===== src/rtl/squishy_pkg.sv =====
// Shared types for the collision scheduler: sequencer state encoding and
// the width of the per-frame collision counter.
package squishy_pkg;

    typedef enum logic [2:0] {
        IDLE,
        READ,
        LOAD,
        ISSUE,
        WAIT,
        WRITE,
        DONE
    } sched_state_t;

    localparam int COUNT_W = 16;

endpackage


===== src/rtl/collision_scheduler.sv =====
// Per-frame sequencer for a single shared do_collision engine. Every node is
// read, run through each obstacle in turn (post-collision state chained from
// job to job), then written back with its displacement applied.
//
// state | meaning
// ------+---------------------------------------------------------------
// IDLE  | waiting for frame_start_in
// READ  | node_rd_out high; RAM data arrives in the following cycle
// LOAD  | latch position/velocity, derive displacement from velocity
// ISSUE | eng_begin_out high for the current obstacle
// WAIT  | waiting for eng_result_in, bounded by the timeout counter
// WRITE | node_we_out high with the final position and velocity
// DONE  | frame_done_out high, collision count published
module collision_scheduler
    import squishy_pkg::*;
#(
    parameter int POSITION_SIZE = 8,
    parameter int VELOCITY_SIZE = 8,
    parameter int DT            = 1,
    parameter int NUM_NODES     = 8,
    parameter int NUM_OBSTACLES = 4,
    parameter int TIMEOUT       = 64,
    localparam int NODE_W = (NUM_NODES > 1) ? $clog2(NUM_NODES) : 1,
    localparam int OBS_W  = (NUM_OBSTACLES > 1) ? $clog2(NUM_OBSTACLES) : 1
) (
    input  logic                     clk_in,
    input  logic                     rst_in,
    input  logic                     frame_start_in,
    output logic                     frame_done_out,
    output logic                     busy_out,
    output logic [NODE_W-1:0]        node_addr_out,
    output logic                     node_rd_out,
    input  logic [POSITION_SIZE-1:0] node_x_in,
    input  logic [POSITION_SIZE-1:0] node_y_in,
    input  logic [VELOCITY_SIZE-1:0] node_vx_in,
    input  logic [VELOCITY_SIZE-1:0] node_vy_in,
    output logic                     node_we_out,
    output logic [POSITION_SIZE-1:0] node_x_out,
    output logic [POSITION_SIZE-1:0] node_y_out,
    output logic [VELOCITY_SIZE-1:0] node_vx_out,
    output logic [VELOCITY_SIZE-1:0] node_vy_out,
    output logic [OBS_W-1:0]         obs_sel_out,
    output logic                     eng_begin_out,
    output logic [POSITION_SIZE-1:0] eng_pos_x_out,
    output logic [POSITION_SIZE-1:0] eng_pos_y_out,
    output logic [POSITION_SIZE-1:0] eng_dx_out,
    output logic [POSITION_SIZE-1:0] eng_dy_out,
    output logic [VELOCITY_SIZE-1:0] eng_vx_out,
    output logic [VELOCITY_SIZE-1:0] eng_vy_out,
    input  logic                     eng_result_in,
    input  logic                     eng_was_coll_in,
    input  logic [POSITION_SIZE-1:0] eng_x_new_in,
    input  logic [POSITION_SIZE-1:0] eng_y_new_in,
    input  logic [POSITION_SIZE-1:0] eng_x_int_in,
    input  logic [POSITION_SIZE-1:0] eng_y_int_in,
    input  logic [VELOCITY_SIZE-1:0] eng_vx_new_in,
    input  logic [VELOCITY_SIZE-1:0] eng_vy_new_in,
    output logic [COUNT_W-1:0]       coll_count_out,
    output logic                     timeout_out
);

    localparam int TMR_W = $clog2(TIMEOUT + 1);

    sched_state_t             state;
    logic [TMR_W-1:0]         timer;
    logic [COUNT_W-1:0]       coll_frame;

    logic                     coll_hit;
    logic                     last_obs;
    logic                     last_node;
    logic [POSITION_SIZE-1:0] dx_load;
    logic [POSITION_SIZE-1:0] dy_load;
    logic [POSITION_SIZE-1:0] nxt_pos_x;
    logic [POSITION_SIZE-1:0] nxt_pos_y;
    logic [POSITION_SIZE-1:0] nxt_dx;
    logic [POSITION_SIZE-1:0] nxt_dy;
    logic [VELOCITY_SIZE-1:0] nxt_vx;
    logic [VELOCITY_SIZE-1:0] nxt_vy;

    // Displacement from velocity at node load, and the state that the
    // current job hands on (collision result, or unchanged on miss/timeout).
    always_comb begin
        dx_load   = POSITION_SIZE'($signed(node_vx_in) * DT);
        dy_load   = POSITION_SIZE'($signed(node_vy_in) * DT);
        coll_hit  = eng_result_in && eng_was_coll_in;
        nxt_pos_x = coll_hit ? eng_x_int_in : eng_pos_x_out;
        nxt_pos_y = coll_hit ? eng_y_int_in : eng_pos_y_out;
        nxt_dx    = coll_hit ? (eng_x_new_in - eng_x_int_in) : eng_dx_out;
        nxt_dy    = coll_hit ? (eng_y_new_in - eng_y_int_in) : eng_dy_out;
        nxt_vx    = coll_hit ? eng_vx_new_in : eng_vx_out;
        nxt_vy    = coll_hit ? eng_vy_new_in : eng_vy_out;
        last_obs  = (obs_sel_out == OBS_W'(NUM_OBSTACLES - 1));
        last_node = (node_addr_out == NODE_W'(NUM_NODES - 1));
    end

    // Sequencer FSM; every output is a register, strobes default low.
    always_ff @(posedge clk_in) begin
        if (rst_in) begin
            state          <= IDLE;
            timer          <= '0;
            coll_frame     <= '0;
            frame_done_out <= 1'b0;
            busy_out       <= 1'b0;
            node_addr_out  <= '0;
            node_rd_out    <= 1'b0;
            node_we_out    <= 1'b0;
            node_x_out     <= '0;
            node_y_out     <= '0;
            node_vx_out    <= '0;
            node_vy_out    <= '0;
            obs_sel_out    <= '0;
            eng_begin_out  <= 1'b0;
            eng_pos_x_out  <= '0;
            eng_pos_y_out  <= '0;
            eng_dx_out     <= '0;
            eng_dy_out     <= '0;
            eng_vx_out     <= '0;
            eng_vy_out     <= '0;
            coll_count_out <= '0;
            timeout_out    <= 1'b0;
        end else begin
            node_rd_out    <= 1'b0;
            node_we_out    <= 1'b0;
            eng_begin_out  <= 1'b0;
            frame_done_out <= 1'b0;

            case (state)
                IDLE: begin
                    if (frame_start_in) begin
                        state         <= READ;
                        busy_out      <= 1'b1;
                        node_rd_out   <= 1'b1;
                        node_addr_out <= '0;
                        obs_sel_out   <= '0;
                        coll_frame    <= '0;
                        timeout_out   <= 1'b0;
                    end
                end

                READ: begin
                    state <= LOAD;
                end

                LOAD: begin
                    eng_pos_x_out <= node_x_in;
                    eng_pos_y_out <= node_y_in;
                    eng_vx_out    <= node_vx_in;
                    eng_vy_out    <= node_vy_in;
                    eng_dx_out    <= dx_load;
                    eng_dy_out    <= dy_load;
                    eng_begin_out <= 1'b1;
                    state         <= ISSUE;
                end

                ISSUE: begin
                    timer <= TMR_W'(TIMEOUT - 1);
                    state <= WAIT;
                end

                WAIT: begin
                    if (eng_result_in || (timer == '0)) begin
                        eng_pos_x_out <= nxt_pos_x;
                        eng_pos_y_out <= nxt_pos_y;
                        eng_dx_out    <= nxt_dx;
                        eng_dy_out    <= nxt_dy;
                        eng_vx_out    <= nxt_vx;
                        eng_vy_out    <= nxt_vy;
                        if (coll_hit && (coll_frame != '1)) begin
                            coll_frame <= coll_frame + COUNT_W'(1);
                        end
                        // A result arriving on the expiry cycle still counts.
                        if (!eng_result_in) begin
                            timeout_out <= 1'b1;
                        end
                        if (last_obs) begin
                            node_we_out <= 1'b1;
                            node_x_out  <= nxt_pos_x + nxt_dx;
                            node_y_out  <= nxt_pos_y + nxt_dy;
                            node_vx_out <= nxt_vx;
                            node_vy_out <= nxt_vy;
                            state       <= WRITE;
                        end else begin
                            obs_sel_out   <= obs_sel_out + OBS_W'(1);
                            eng_begin_out <= 1'b1;
                            state         <= ISSUE;
                        end
                    end else begin
                        timer <= timer - TMR_W'(1);
                    end
                end

                WRITE: begin
                    if (last_node) begin
                        frame_done_out <= 1'b1;
                        coll_count_out <= coll_frame;
                        state          <= DONE;
                    end else begin
                        node_addr_out <= node_addr_out + NODE_W'(1);
                        obs_sel_out   <= '0;
                        node_rd_out   <= 1'b1;
                        state         <= READ;
                    end
                end

                DONE: begin
                    busy_out <= 1'b0;
                    state    <= IDLE;
                end

                default: begin
                    state <= IDLE;
                end
            endcase
        end
    end

endmodule

===== config.mk =====
export PLATFORM = sky130hd
export DESIGN_NAME = collision_scheduler
export DESIGN_NICKNAME = d
export VERILOG_FILES = /design/src/rtl/squishy_pkg.sv /design/src/rtl/collision_scheduler.sv
export SDC_FILE = /design/constraint.sdc
export NUM_CORES = 1
export LEC_CHECK = 0
export ABC_AREA = 0
export CAP_MARGIN = 20
export CORE_MARGIN = 1
export CORE_UTILIZATION = 40
export DETAILED_ROUTE_END_ITERATION = 8
export DONT_BUFFER_PORTS = 1
export MAX_ROUTING_LAYER = met4
export SLEW_MARGIN = 30
export SYNTH_ARGS = -nofsm -noshare
export SYNTH_HDL_FRONTEND = slang
export SYNTH_SLANG_ARGS = --single-unit
export TNS_END_PERCENT = 1

===== constraint.sdc =====
create_clock -name clk_in -period 3.15 [get_ports clk_in]
set_input_delay 0.4725 -clock clk_in [delete_from_list [all_inputs] [get_ports clk_in]]
set_output_delay 0.4725 -clock clk_in [all_outputs]
set_load 0.02 [all_outputs]

==> results of run 1 <==
-- timing repair --
action / 4_1_cts / 5_1_grt
setup endpoints to repair: 0 / 1
resized for setup: 0 / 1
endpoints found under the hold margin: 0 / 0
-- layout make-up --
cell class | instances | share of cell area (%)
Clock inverter | 15 | 1.70
Sequential cell | 133 | 32.4
Inverter | 29 | 1.32
Tap cell | 229 | 3.49
Multi-Input combinational cell | 694 | 52.7
Clock buffer | 17 | 5.18
Timing Repair Buffer | 35 | 3.20
-- path summary, 6_finish.rpt --
path	startpoint	endpoint	slack [ns]	cells past startpoint
setup / recovery	eng_x_new_in[0]	node_x_out[7]	0.28	15
hold / removal	rst_in	node_vy_out[6]	0.12	1
setup reg to reg	state[1]	eng_dx_out[7]	0.68	6
hold reg to reg	coll_frame[13]	coll_count_out[13]	0.47	2
-- metrics by stage --
step	power [W]	util, %	std cells	TNS [ns]	hold slack, ns
after floorplan	0.00225	-	913	0	0.445
after global placement	0.00240	42.6	1120	-0.179	0.464
after detailed placement	0.00240	42.6	1120	-0.280	0.454
after CTS	0.00434	45.7	1152	0	0.0946
after global routing	0.00449	45.8	1152	0	0.0991
final	0.00429	45.8	1152	0	0.122
-- cell usage in the layout, fill, tap and decap left out, types with 19 or more instances in the layout --
master,Yosys,final
sky130_fd_sc_hd__o21ai_0,25,24
sky130_fd_sc_hd__inv_1,29,29
sky130_fd_sc_hd__xnor2_1,19,19
sky130_fd_sc_hd__nor2_1,104,103
sky130_fd_sc_hd__dfxtp_1,133,133
sky130_fd_sc_hd__ha_1,34,34
sky130_fd_sc_hd__a21oi_1,111,110
sky130_fd_sc_hd__nand2_1,138,138
sky130_fd_sc_hd__mux2i_1,23,23
sky130_fd_sc_hd__a211oi_1,36,35
sky130_fd_sc_hd__xor2_1,22,22
sky130_fd_sc_hd__buf_4,4,35
sky130_fd_sc_hd__nand3_1,20,20
-- report_power, final --
part / internal (W) / switching, W
Sequential: 0.00172 / 0.0000896
Combinational: 0.000239 / 0.000317
Clock: 0.00105 / 0.000875
Total: 0.00301 / 0.00128
-- registers in the layout (all words and copies together), names as in the netlist, 7 cells and up --
signal	flops
coll_count_out	16
coll_frame	16
eng_dx_out	8
eng_dy_out	8
eng_pos_x_out	8
eng_pos_y_out	8
eng_vx_out	8
eng_vy_out	8
node_vx_out	8
node_vy_out	8
node_x_out	8
node_y_out	8
timer	7
-- per-layer routing --
metal / wire [um] / share of wire [%]
met5: 0 / 0
met3: 1650 / 7.7
met1: 9620 / 45
met4: 318 / 1.5
met2: 9840 / 46
-- cell families (layout without fill, tap and decap cells) --
family / Yosys count / count (layout) / synth area share, %
compound gates: 229 / 229 / 19.3
xor+xnor: 41 / 41 / 4.90
fa+ha+maj: 38 / 38 / 6.90
buf+inv: 86 / 96 / 5.04
flops: 133 / 133 / 36.3
mux: 40 / 40 / 5.76
simple gates: 346 / 346 / 21.7
==> results.txt, run 1 <==
----------------------------------------------------
[Final layout]
  Fillcell total ... about 1,800
  Final standard cell area without fillers ... roughly 8200 um2
  Share of post-route cells with drive strength above 1 ... between 10 and 15%
  Multi-input gate area in the final layout ... about 4300 um2
  Ant diodes ... 0
  Sequential cell area ... 2660 um2
  Final Net Count ... 1,033
  Area added between synthesis and finish ... 12.2%

[Placed design]
  # port buffers ... 0
  DP Wirelength ... around 15,000 um
  RD Place Congestion ... between 0.8 and 0.9
  Setup slack at placement ... -0.195 ns
  Cell Area, Placed ... 7650 um2

[Clocking]
  Buffers from clock root to sink, at most ... 2
  CTS root buffer ... sky130_fd_sc_hd__clkbuf_16
  # H-tree levels ... 4
  Later-pin clock latency in the skew report ... about 0.42 ns
  CTS hold repair buffers ... 0
  Clock tree from TritonCTS ... built
  Setup fix buffers added after clock tree synthesis ... 0
  TritonCTS Sinks ... ~130
  Post-CTS clock slew at the launch and capture registers of the worst setup and hold paths ... roughly 0.060 ns
  Clock buffer count from CTS ... 17

[Timing]
  Setup repair after global routing missed its margin ... false
  Hold violation count in the final report ... 0
  Minimum clock period ... about 2.9 ns
  Final setup viols ... 0
  Max-slew headroom at the worst pin ... between 40% and 50%
  Worst clock skew ... 0.0117 ns
  Tcrit/Tclk final ... between 90% and 100%
  Final max-slew violation count ... 0
  Slew at the pin with the worst max-slew slack ... 0.846 ns
  Maximum clock rate ... 348 MHz
  Minimum setup slack in the final design ... between 0.2 and 0.3 ns

[Hold path]
  Type of the worst min-delay path ... primary input to flop

[GRT]
  Met2 layer usage reported by global route ... a little under two fifths
  Total routing resource utilization after global routing ... between 20% and 30%
  Global Route met1 Usage ... slightly above 30%
  Vias in the first global route ... approximately 6,000
  Largest net degree at the start of global routing ... between 100 and 150
  Initial antenna violation count ... 0
  Busiest grt layer ... met2
  Met3 demand-to-capacity share in global routing ... 7.21%
  Overflow left after global routing ... 0
  Global-route wire length before repair ... 33,100 um

[Synth]
  Ranking of synthesized cells by instance count ... sky130_fd_sc_hd__nand2_1 (138), sky130_fd_sc_hd__dfxtp_1 (133), sky130_fd_sc_hd__a21oi_1 (111)
  Proportion of synthesized flip-flops having asynchronous set or reset ... 0%
  Avg Cell Area, Syn ... between 8 and 9 um2
  Unique masters post-synth ... 59
  Share of the synthesized area in the top cell type ... a little over a third
  Synth top area cells ... sky130_fd_sc_hd__dfxtp_1 (36%), sky130_fd_sc_hd__a21oi_1 (7.6%), sky130_fd_sc_hd__nand2_1 (7.1%)
  Proportion of synthesized chip area in sequential cells ... 36.3%
  Total standard cell area after synthesis ... 7330 um2
  Synth Net Count ... just over 1,000
  YS warnings ... 0
  Cell taking the most area after synthesis ... sky130_fd_sc_hd__dfxtp_1
  Prevailing post-synth register cell ... sky130_fd_sc_hd__dfxtp_1
  Cell with the most instances after synthesis ... sky130_fd_sc_hd__nand2_1
  Flip-flop and latch count after synthesis ... ~130
  Number of enable-type register cells in the synthesized netlist ... 0
  Synthesized netlist cell count ... roughly 910

[Detailed routing]
  Total number of vias ... approximately 6,300
  Number of nets with antenna violations after routing ... 0
  Final Routed Wirelength ... ~21,000 um
  Routed length per instance ... around 19 um
  DR DRC count ... 0
  First-pass iteration count of the detailed router ... 6
  Initial detailed-routing violation count ... between 200 and 300
  Detailed-route vias per instance ... 5.49

[Critical path]
  Arrival time of data at the critical path endpoint ... 3.21 ns
  Worst-path cell with the longest stage delay ... sky130_fd_sc_hd__fa_1
  Kind of critical path ... primary input to flop
  Crit path max fanout ... 5
  Crit path buffers/inverters ... 2
  Data required, critical path ... 3.49 ns
  CP top delay family ... compound AO/OA/AOI/OAI gates
  Element type at the critical path start ... primary input
  Endpoint class of the critical path ... flop
  Critical Path Max Stage Delay ... between 0.3 and 0.4 ns
  Critical-path cell list ... inv_1 -> ha_1 -> inv_1 -> fa_1 -> a21o_1 -> a21oi_1 -> xnor2_1 -> o21ai_0 -> ha_1 -> nand3_1 -> o211ai_1 -> o41ai_2 -> xor2_1 -> xnor2_1 -> a211oi_1

[Run status]
  Outcome ... finished clean

[Floorplan]
  Boundary Pins ... 192
  Site row count ... between 40 and 50
  Horizontal die dimension ... ~140 um
  Initial cell density of the core ... roughly two fifths
  Core Region ... about 18,000 um2
  Die Height ... 137 um
  Die area ... approximately 19,000 um2

[Run]
  Number of maximum-capacitance violations ... 0

[Power]
  Power density normalized to cell area ... 522 nW/um2
  Static leakage ... between 3 and 4 nW
  Maximum resistive drop on vdd ... between 300 and 400 uV

----------------------------------------------------
(Power assumes the default switching activity.)
==> run 2, diff against run 1 <==
--- a/config.mk
+++ b/config.mk
@@ -7,11 +7,13 @@
 export LEC_CHECK = 0
 export ABC_AREA = 0
 export CAP_MARGIN = 20
-export CORE_MARGIN = 1
-export CORE_UTILIZATION = 40
+export CORE_MARGIN = 2
+export CORE_UTILIZATION = 58
 export DETAILED_ROUTE_END_ITERATION = 8
 export DONT_BUFFER_PORTS = 1
 export MAX_ROUTING_LAYER = met4
+export PLACE_DENSITY = 0.76
+export RECOVER_POWER = 25
 export SLEW_MARGIN = 30
 export SYNTH_ARGS = -nofsm -noshare
 export SYNTH_HDL_FRONTEND = slang
==> run 2 against run 1 <==
Clock power is 7% higher. Critical path type unchanged. Clock skew grew 0.0021 ns. Clock-buffer cell count up 1. Largest power group unchanged. Global-route usage increased by 5.6 points. Utilization increased by 20 points.
==> results.txt, run 2 (same netlist as run 1, synthesis figures left out) <==
----------------------------------------------------
[Final layout]
  Ant diodes ... 0 (unchanged)
  Final cell utilization of the core ... 65.5% (was 45.8%)
  Number of standard cells in the layout, taps in and fillers out ... 1,090 (was 1,152)
  Top library cells by usage in the layout, fill and taps aside ... sky130_fd_sc_hd__nand2_1 (138), sky130_fd_sc_hd__dfxtp_1 (133), sky130_fd_sc_hd__a21oi_1 (110) (unchanged)
  Area added between synthesis and finish ... 11.5% (was 12.2%)
  Most common cell after layout, fill and taps aside ... sky130_fd_sc_hd__nand2_1 (unchanged)
  Final Net Count ... 1,029 (was 1,033)
  Share of post-route cells with drive strength above 1 ... 10.5% (was 11.1%)
  Largest registers ranked by flip-flop count ... coll_count_out x16, coll_frame x16 (unchanged)

[Run]
  Number of maximum-capacitance violations ... 0 (unchanged)

[Critical path]
  R2R Path Start ... timer[0] (was state[1])
  Worst-path cell with the longest stage delay ... sky130_fd_sc_hd__fa_1 (unchanged)
  CP top delay family ... compound AO/OA/AOI/OAI gates (unchanged)
  Launching element of the worst setup path ... eng_x_new_in[0] (unchanged)
  Element type at the critical path start ... primary input (unchanged)
  Endpoint class of the critical path ... flop (unchanged)
  Arrival time of data at the critical path endpoint ... 3.27 ns (was 3.21 ns)
  Crit path max fanout ... 3 (was 5)
  Kind of critical path ... primary input to flop (unchanged)
  Data required, critical path ... 3.49 ns (about the same)
  Critical Path Max Stage Delay ... 0.38 ns (about the same)
  Crit path buffers/inverters ... 2 (unchanged)
  Critical-path cell list ... inv_1 -> ha_1 -> inv_1 -> fa_1 -> a21o_1 -> a21oi_1 -> o21bai_1 -> a21oi_1 -> xor2_1 -> o21ai_0 -> ha_1 -> o41ai_2 -> xor2_1 -> xnor2_1 -> a211oi_1 (was inv_1 -> ha_1 -> inv_1 -> fa_1 -> a21o_1 -> a21oi_1 -> xnor2_1 -> o21ai_0 -> ha_1 -> nand3_1 -> o211ai_1 -> o41ai_2 -> xor2_1 -> xnor2_1 -> a211oi_1)

[Clocking]
  TritonCTS Sinks ... 133 (unchanged)
  Clock buffer count from CTS ... 17 (unchanged)
  Post_cts resized ... 0 (unchanged)
  Post-CTS clock slew at the launch and capture registers of the worst setup and hold paths ... 0.06 ns (about the same)
  Later-pin clock latency in the skew report ... 0.43 ns (was 0.42 ns)
  CTS hold repair buffers ... 0 (unchanged)
  Clock tree from TritonCTS ... built (unchanged)
  Setup fix buffers added after clock tree synthesis ... 0 (unchanged)
  CTS root buffer ... sky130_fd_sc_hd__clkbuf_16 (unchanged)
  # H-tree levels ... 4 (unchanged)
  Buffers from clock root to sink, at most ... 2 (unchanged)

[GRT]
  Overflow left after global routing ... 0 (unchanged)
  Total routing resource utilization after global routing ... 29.8% (was 24.2%)
  Vias in the first global route ... 5,914 (was 5,962)
  Global-route wire length before repair ... 30,200 um (was 33,100 um)
  Largest net degree at the start of global routing ... 122 (unchanged)
  Initial antenna violation count ... 0 (unchanged)

[Detailed routing]
  Initial detailed-routing violation count ... 410 (was 286)
  Number of nets with antenna violations after routing ... 0 (unchanged)
  DR DRC count ... 0 (unchanged)
  Routed length per instance ... 18.1 um (was 18.6 um)
  Final Routed Wirelength ... 19,700 um (was 21,400 um)
  First-pass iteration count of the detailed router ... 5 (was 6)
  Detailed-route vias per instance ... 5.96 (was 5.49)
  Total number of vias ... 6,491 (was 6,329)

[Placed design]
  # port buffers ... 0 (unchanged)
  DP Wirelength ... 14,000 um (was 15,400 um)
  RD Place Congestion ... 0.919 (was 0.869)
  Total placed cells including tap cells ... 1,059 (was 1,120)

[Timing]
  Tcrit/Tclk final ... 93.0% (was 91.2%)
  Worst clock skew ... 0.0139 ns (was 0.0117 ns)
  Max-slew headroom at the worst pin ... 39.8% (was 43.2%)
  Maximum clock rate ... 341 MHz (was 348 MHz)
  Hold violation count in the final report ... 0 (unchanged)
  Final max-slew violation count ... 0 (unchanged)
  Final setup viols ... 0 (unchanged)
  Slew at the pin with the worst max-slew slack ... 0.897 ns (was 0.846 ns)
  Minimum clock period ... 2.93 ns (was 2.87 ns)

[Floorplan]
  Die Height ... 116 um (was 137 um)
  Die area ... 13,500 um2 (was 18,900 um2)
  Horizontal die dimension ... 116 um (was 137 um)
  Initial cell density of the core ... 58.8% (was 40.8%)
  Site row count ... 41 (was 49)
  Boundary Pins ... 192 (unchanged)
  Core Region ... 12,500 um2 (was 18,000 um2)

[Run status]
  Outcome ... finished clean (unchanged)

[Hold path]
  Type of the worst min-delay path ... primary input to flop (unchanged)
  Startpoint of the lowest-slack hold path ... rst_in (unchanged)

[Power]
  Power density normalized to cell area ... 539 nW/um2 (was 522 nW/um2)
  Final Total Pwr ... 0.00440 W (was 0.00429 W)
  Maximum resistive drop on vdd ... 364 uV (was 362 uV)
  Static leakage ... 3.14 nW (was 3.15 nW)

----------------------------------------------------
## run 2: cell count changes in the layout (fill, tap and decap cells not counted), moves of 2 or more
cell | previous run | this run
sky130_fd_sc_hd__inv_8 | 4 | 1
sky130_fd_sc_hd__inv_6 | 5 | 3
sky130_fd_sc_hd__bufinv_16 | 0 | 3
sky130_fd_sc_hd__buf_4 | 35 | 30
## run 2: power breakdown
group          total [W]  internal (W)  switching (W)
Combinational   0.000543      0.000231       0.000312
Sequential       0.00181       0.00172      0.0000828
Clock            0.00205       0.00125       0.000796
Total            0.00440       0.00321        0.00119
## run 2: per-stage QoR
| step | setup WS (ns) | hold WS (ns) | TNS (ns) | cell area (um2) |
|---|---|---|---|---|
| 6_report | 0.220 | 0.111 | 0 | 8170 |
| 3_5_place_dp | -0.173 | 0.472 | -0.290 | 7560 |
| 3_3_place_gp | -0.0856 | 0.464 | -0.126 | 7560 |
| 4_1_cts | 0.262 | 0.105 | 0 | 8160 |
| 2_1_floorplan | 0.0299 | 0.445 | 0 | 7330 |
| 5_1_grt | -0.0241 | 0.110 | -0.0241 | 8170 |
## run 2: worst paths after layout
| path | endpoint | slack, ns | depth (start not counted) |
|---|---|---|---|
| hold / removal | node_addr_out[2] | 0.11 | 1 |
| hold reg to reg | coll_count_out[9] | 0.48 | 2 |
| setup / recovery | node_x_out[7] | 0.22 | 15 |
| setup reg to reg | coll_frame[10] | 0.68 | 8 |
## run 2: layer usage
layer	vias to the layer above	GRT usage, %	wire length [um]
li1	3184	-	-
met1	3021	37.1	8530
met2	247	47.2	9170
met3	39	7.99	1600
met4	0	10.0	435
met5	-	-	0
## run 2: cell type report
type                       count  area, um2
clock buffer                  18        429
clock inverter                13        174
fill                        1120       4300
inverter                      29        109
multi-input combinational    694       4330
sequential                   133       2660
tap                          172        215
timing repair buffer          31        245
==> run 3, diff against run 2 <==
--- a/config.mk
+++ b/config.mk
@@ -8,11 +8,12 @@
 export ABC_AREA = 0
 export CAP_MARGIN = 20
 export CORE_MARGIN = 2
-export CORE_UTILIZATION = 58
+export CORE_UTILIZATION = 60
+export CTS_BUF_LIST = sky130_fd_sc_hd__clkbuf_8
 export DETAILED_ROUTE_END_ITERATION = 8
 export DONT_BUFFER_PORTS = 1
 export MAX_ROUTING_LAYER = met4
-export PLACE_DENSITY = 0.76
+export PLACE_DENSITY = 0.79
 export RECOVER_POWER = 25
 export SLEW_MARGIN = 30
 export SYNTH_ARGS = -nofsm -noshare
==> run 3 against run 2 <==
Global-route usage grew 1.2 points. Clock-buffer cell count increased by 1. Routed wire length is 0.48% higher. First-iteration DRC count down 0.73%. Maximum frequency grew 2.6%. Utilization is 1.0 points higher. Non-clock buffer count down 1. Cell count decreased by 2.3%. Clock power shrank 21%. Critical endpoint unchanged.
==> results.txt, run 3 (same netlist as run 1, synthesis figures left out) <==
----------------------------------------------------
[Critical path]
  Data required, critical path ... 3.51 ns (was 3.49 ns)
  Element type at the critical path start ... primary input (unchanged)
  Kind of critical path ... primary input to flop (unchanged)
  Critical Path Max Stage Delay ... 0.38 ns (about the same)
  Arrival time of data at the critical path endpoint ... 3.22 ns (was 3.27 ns)
  Endpoint class of the critical path ... flop (unchanged)
  Crit path max fanout ... 4 (was 3)
  Worst-path cell with the longest stage delay ... sky130_fd_sc_hd__fa_1 (unchanged)
  Critical-path cell list ... inv_1 -> ha_1 -> inv_1 -> fa_1 -> a21o_1 -> a21oi_1 -> xnor2_1 -> o21ai_0 -> ha_1 -> nand3_1 -> o211ai_1 -> o41ai_1 -> xor2_1 -> xnor2_1 -> a211oi_1 (was inv_1 -> ha_1 -> inv_1 -> fa_1 -> a21o_1 -> a21oi_1 -> o21bai_1 -> a21oi_1 -> xor2_1 -> o21ai_0 -> ha_1 -> o41ai_2 -> xor2_1 -> xnor2_1 -> a211oi_1)

[Timing]
  Hold Slack ... 0.0855 ns (was 0.111 ns)
  Max-slew headroom at the worst pin ... 42.5% (was 39.8%)
  Slew at the pin with the worst max-slew slack ... 0.857 ns (was 0.897 ns)
  Maximum clock rate ... 350 MHz (was 341 MHz)
  Hold violation count in the final report ... 0 (unchanged)
  Setup repair after global routing missed its margin ... false
  Worst clock skew ... 0.00904 ns (was 0.0139 ns)
  Minimum clock period ... 2.86 ns (was 2.93 ns)
  Final max-slew violation count ... 0 (unchanged)
  Minimum setup slack in the final design ... 0.293 ns (was 0.220 ns)
  Tcrit/Tclk final ... 90.7% (was 93.0%)
  Setup_tns ... 0 ns (unchanged)
  Final setup viols ... 0 (unchanged)

[Detailed routing]
  Routed length per instance ... 18.6 um (was 18.1 um)
  Number of nets with antenna violations after routing ... 0 (unchanged)
  DR DRC count ... 0 (unchanged)
  Final Routed Wirelength ... 19,800 um (was 19,700 um)
  Initial detailed-routing violation count ... 407 (was 410)
  Total number of vias ... 6,465 (was 6,491)
  First-pass iteration count of the detailed router ... 7 (was 5)
  Detailed-route vias per instance ... 6.07 (was 5.96)

[Final layout]
  Top library cells by usage in the layout, fill and taps aside ... sky130_fd_sc_hd__nand2_1 (138), sky130_fd_sc_hd__dfxtp_1 (133), sky130_fd_sc_hd__a21oi_1 (110) (unchanged)
  Share of post-route cells with drive strength above 1 ... 10.2% (was 10.5%)
  Most common cell after layout, fill and taps aside ... sky130_fd_sc_hd__nand2_1 (unchanged)
  Largest registers ranked by flip-flop count ... coll_count_out x16, coll_frame x16 (unchanged)
  Ant diodes ... 0 (unchanged)
  Final Net Count ... 1,028 (was 1,029)
  Final cell utilization of the core ... 66.6% (was 65.5%)
  Fillcell total ... 1,042 (was 1,120)
  Area added between synthesis and finish ... 8.68% (was 11.5%)

[Clocking]
  # H-tree levels ... 4 (unchanged)
  CTS root buffer ... sky130_fd_sc_hd__clkbuf_8 (was sky130_fd_sc_hd__clkbuf_16)
  Post-CTS clock slew at the launch and capture registers of the worst setup and hold paths ... 0.08 ns (was 0.06 ns)
  Setup fix buffers added after clock tree synthesis ... 0 (unchanged)
  TritonCTS Sinks ... 133 (unchanged)
  Clock buffer count from CTS ... 17 (unchanged)
  Buffers from clock root to sink, at most ... 2 (unchanged)
  Later-pin clock latency in the skew report ... 0.45 ns (was 0.43 ns)
  CTS hold repair buffers ... 0 (unchanged)
  Clock tree from TritonCTS ... built (unchanged)
  Post_cts resized ... 0 (unchanged)

[Placed design]
  Setup slack at placement ... -0.173 ns (about the same)
  # port buffers ... 0 (unchanged)
  RD Place Congestion ... 0.919 (about the same)
  DP Wirelength ... 14,300 um (was 14,000 um)

[Power]
  Static leakage ... 3.06 nW (was 3.14 nW)
  Power density normalized to cell area ... 496 nW/um2 (was 539 nW/um2)
  Final Total Pwr ... 0.00395 W (was 0.00440 W)
  Maximum resistive drop on vdd ... 356 uV (was 364 uV)

[Floorplan]
  Die Height ... 114 um (was 116 um)
  Horizontal die dimension ... 114 um (was 116 um)
  Boundary Pins ... 192 (unchanged)
  Initial cell density of the core ... 61.2% (was 58.8%)
  Site row count ... 40 (was 41)
  Die area ... 13,100 um2 (was 13,500 um2)
  Core Region ... 12,000 um2 (was 12,500 um2)

[Run]
  Number of maximum-capacitance violations ... 0 (unchanged)

[Run status]
  Outcome ... finished clean (unchanged)

[GRT]
  Vias in the first global route ... 5,902 (was 5,914)
  Global-route wire length before repair ... 30,700 um (was 30,200 um)
  Initial antenna violation count ... 0 (unchanged)
  Total routing resource utilization after global routing ... 31.1% (was 29.8%)
  Largest net degree at the start of global routing ... 122 (unchanged)
  Overflow left after global routing ... 0 (unchanged)

[Hold path]
  Type of the worst min-delay path ... primary input to flop (unchanged)

----------------------------------------------------
run 3: changes by cell type in the layout (fill, tap and decap cells not counted), sizes merged:
cell      delta
bufinv       +1
buf          -1
clkbuf       +1
inv          -1
clkinv       +1
clkinvlp     -1
run 3: cell type report:
type / instances / area, um2 / area share (%)
Multi-Input combinational cell: 694 / 4330 / 54.3
Timing Repair Buffer: 30 / 238 / 2.99
Tap cell: 147 / 184 / 2.31
Clock inverter: 13 / 180 / 2.26
Inverter: 29 / 109 / 1.37
Sequential cell: 133 / 2660 / 33.4
Clock buffer: 19 / 262 / 3.28
run 3: per-stage QoR:
step | instances | area, um2
after floorplan | 913 | 7330
after global placement | 1033 | 7520
after detailed placement | 1033 | 7520
after CTS | 1065 | 7960
after global routing | 1065 | 7960
final | 1065 | 7960
run 3: critical path: cells and delay by family:
kind,cells,cell delay (ns)
compound gates,6,1.28
fa+ha+maj,3,0.88
xor+xnor,3,0.39
simple gates,1,0.11
buf+inv,2,0.09
run 3: per-layer routing:
layer / global-route usage [%] / routed length, um / vias to the layer above
li1: - / - / 3178
met1: 39.4 / 8640 / 2983
met2: 47.4 / 9010 / 266
met3: 8.26 / 1660 / 38
met4: 12.0 / 520 / 0
met5: - / 0 / -
run 3: where the power goes:
part	internal [W]	total [W]	switching (W)	leakage, nW
Sequential	0.00172	0.00181	0.0000847	1.07
Clock	0.000903	0.00161	0.000704	0.229
Combinational	0.000232	0.000541	0.000310	1.76
Total	0.00285	0.00395	0.00110	3.06
run 3: path summary, 6_finish.rpt:
path,from,endpoint,slack (ns),cells past startpoint
min,rst_in,node_addr_out[1],0.09,1
max reg2reg,state[2],eng_vy_out[5],0.56,7
max,eng_x_new_in[0],node_x_out[7],0.29,15
min reg2reg,coll_frame[9],coll_count_out[9],0.47,2
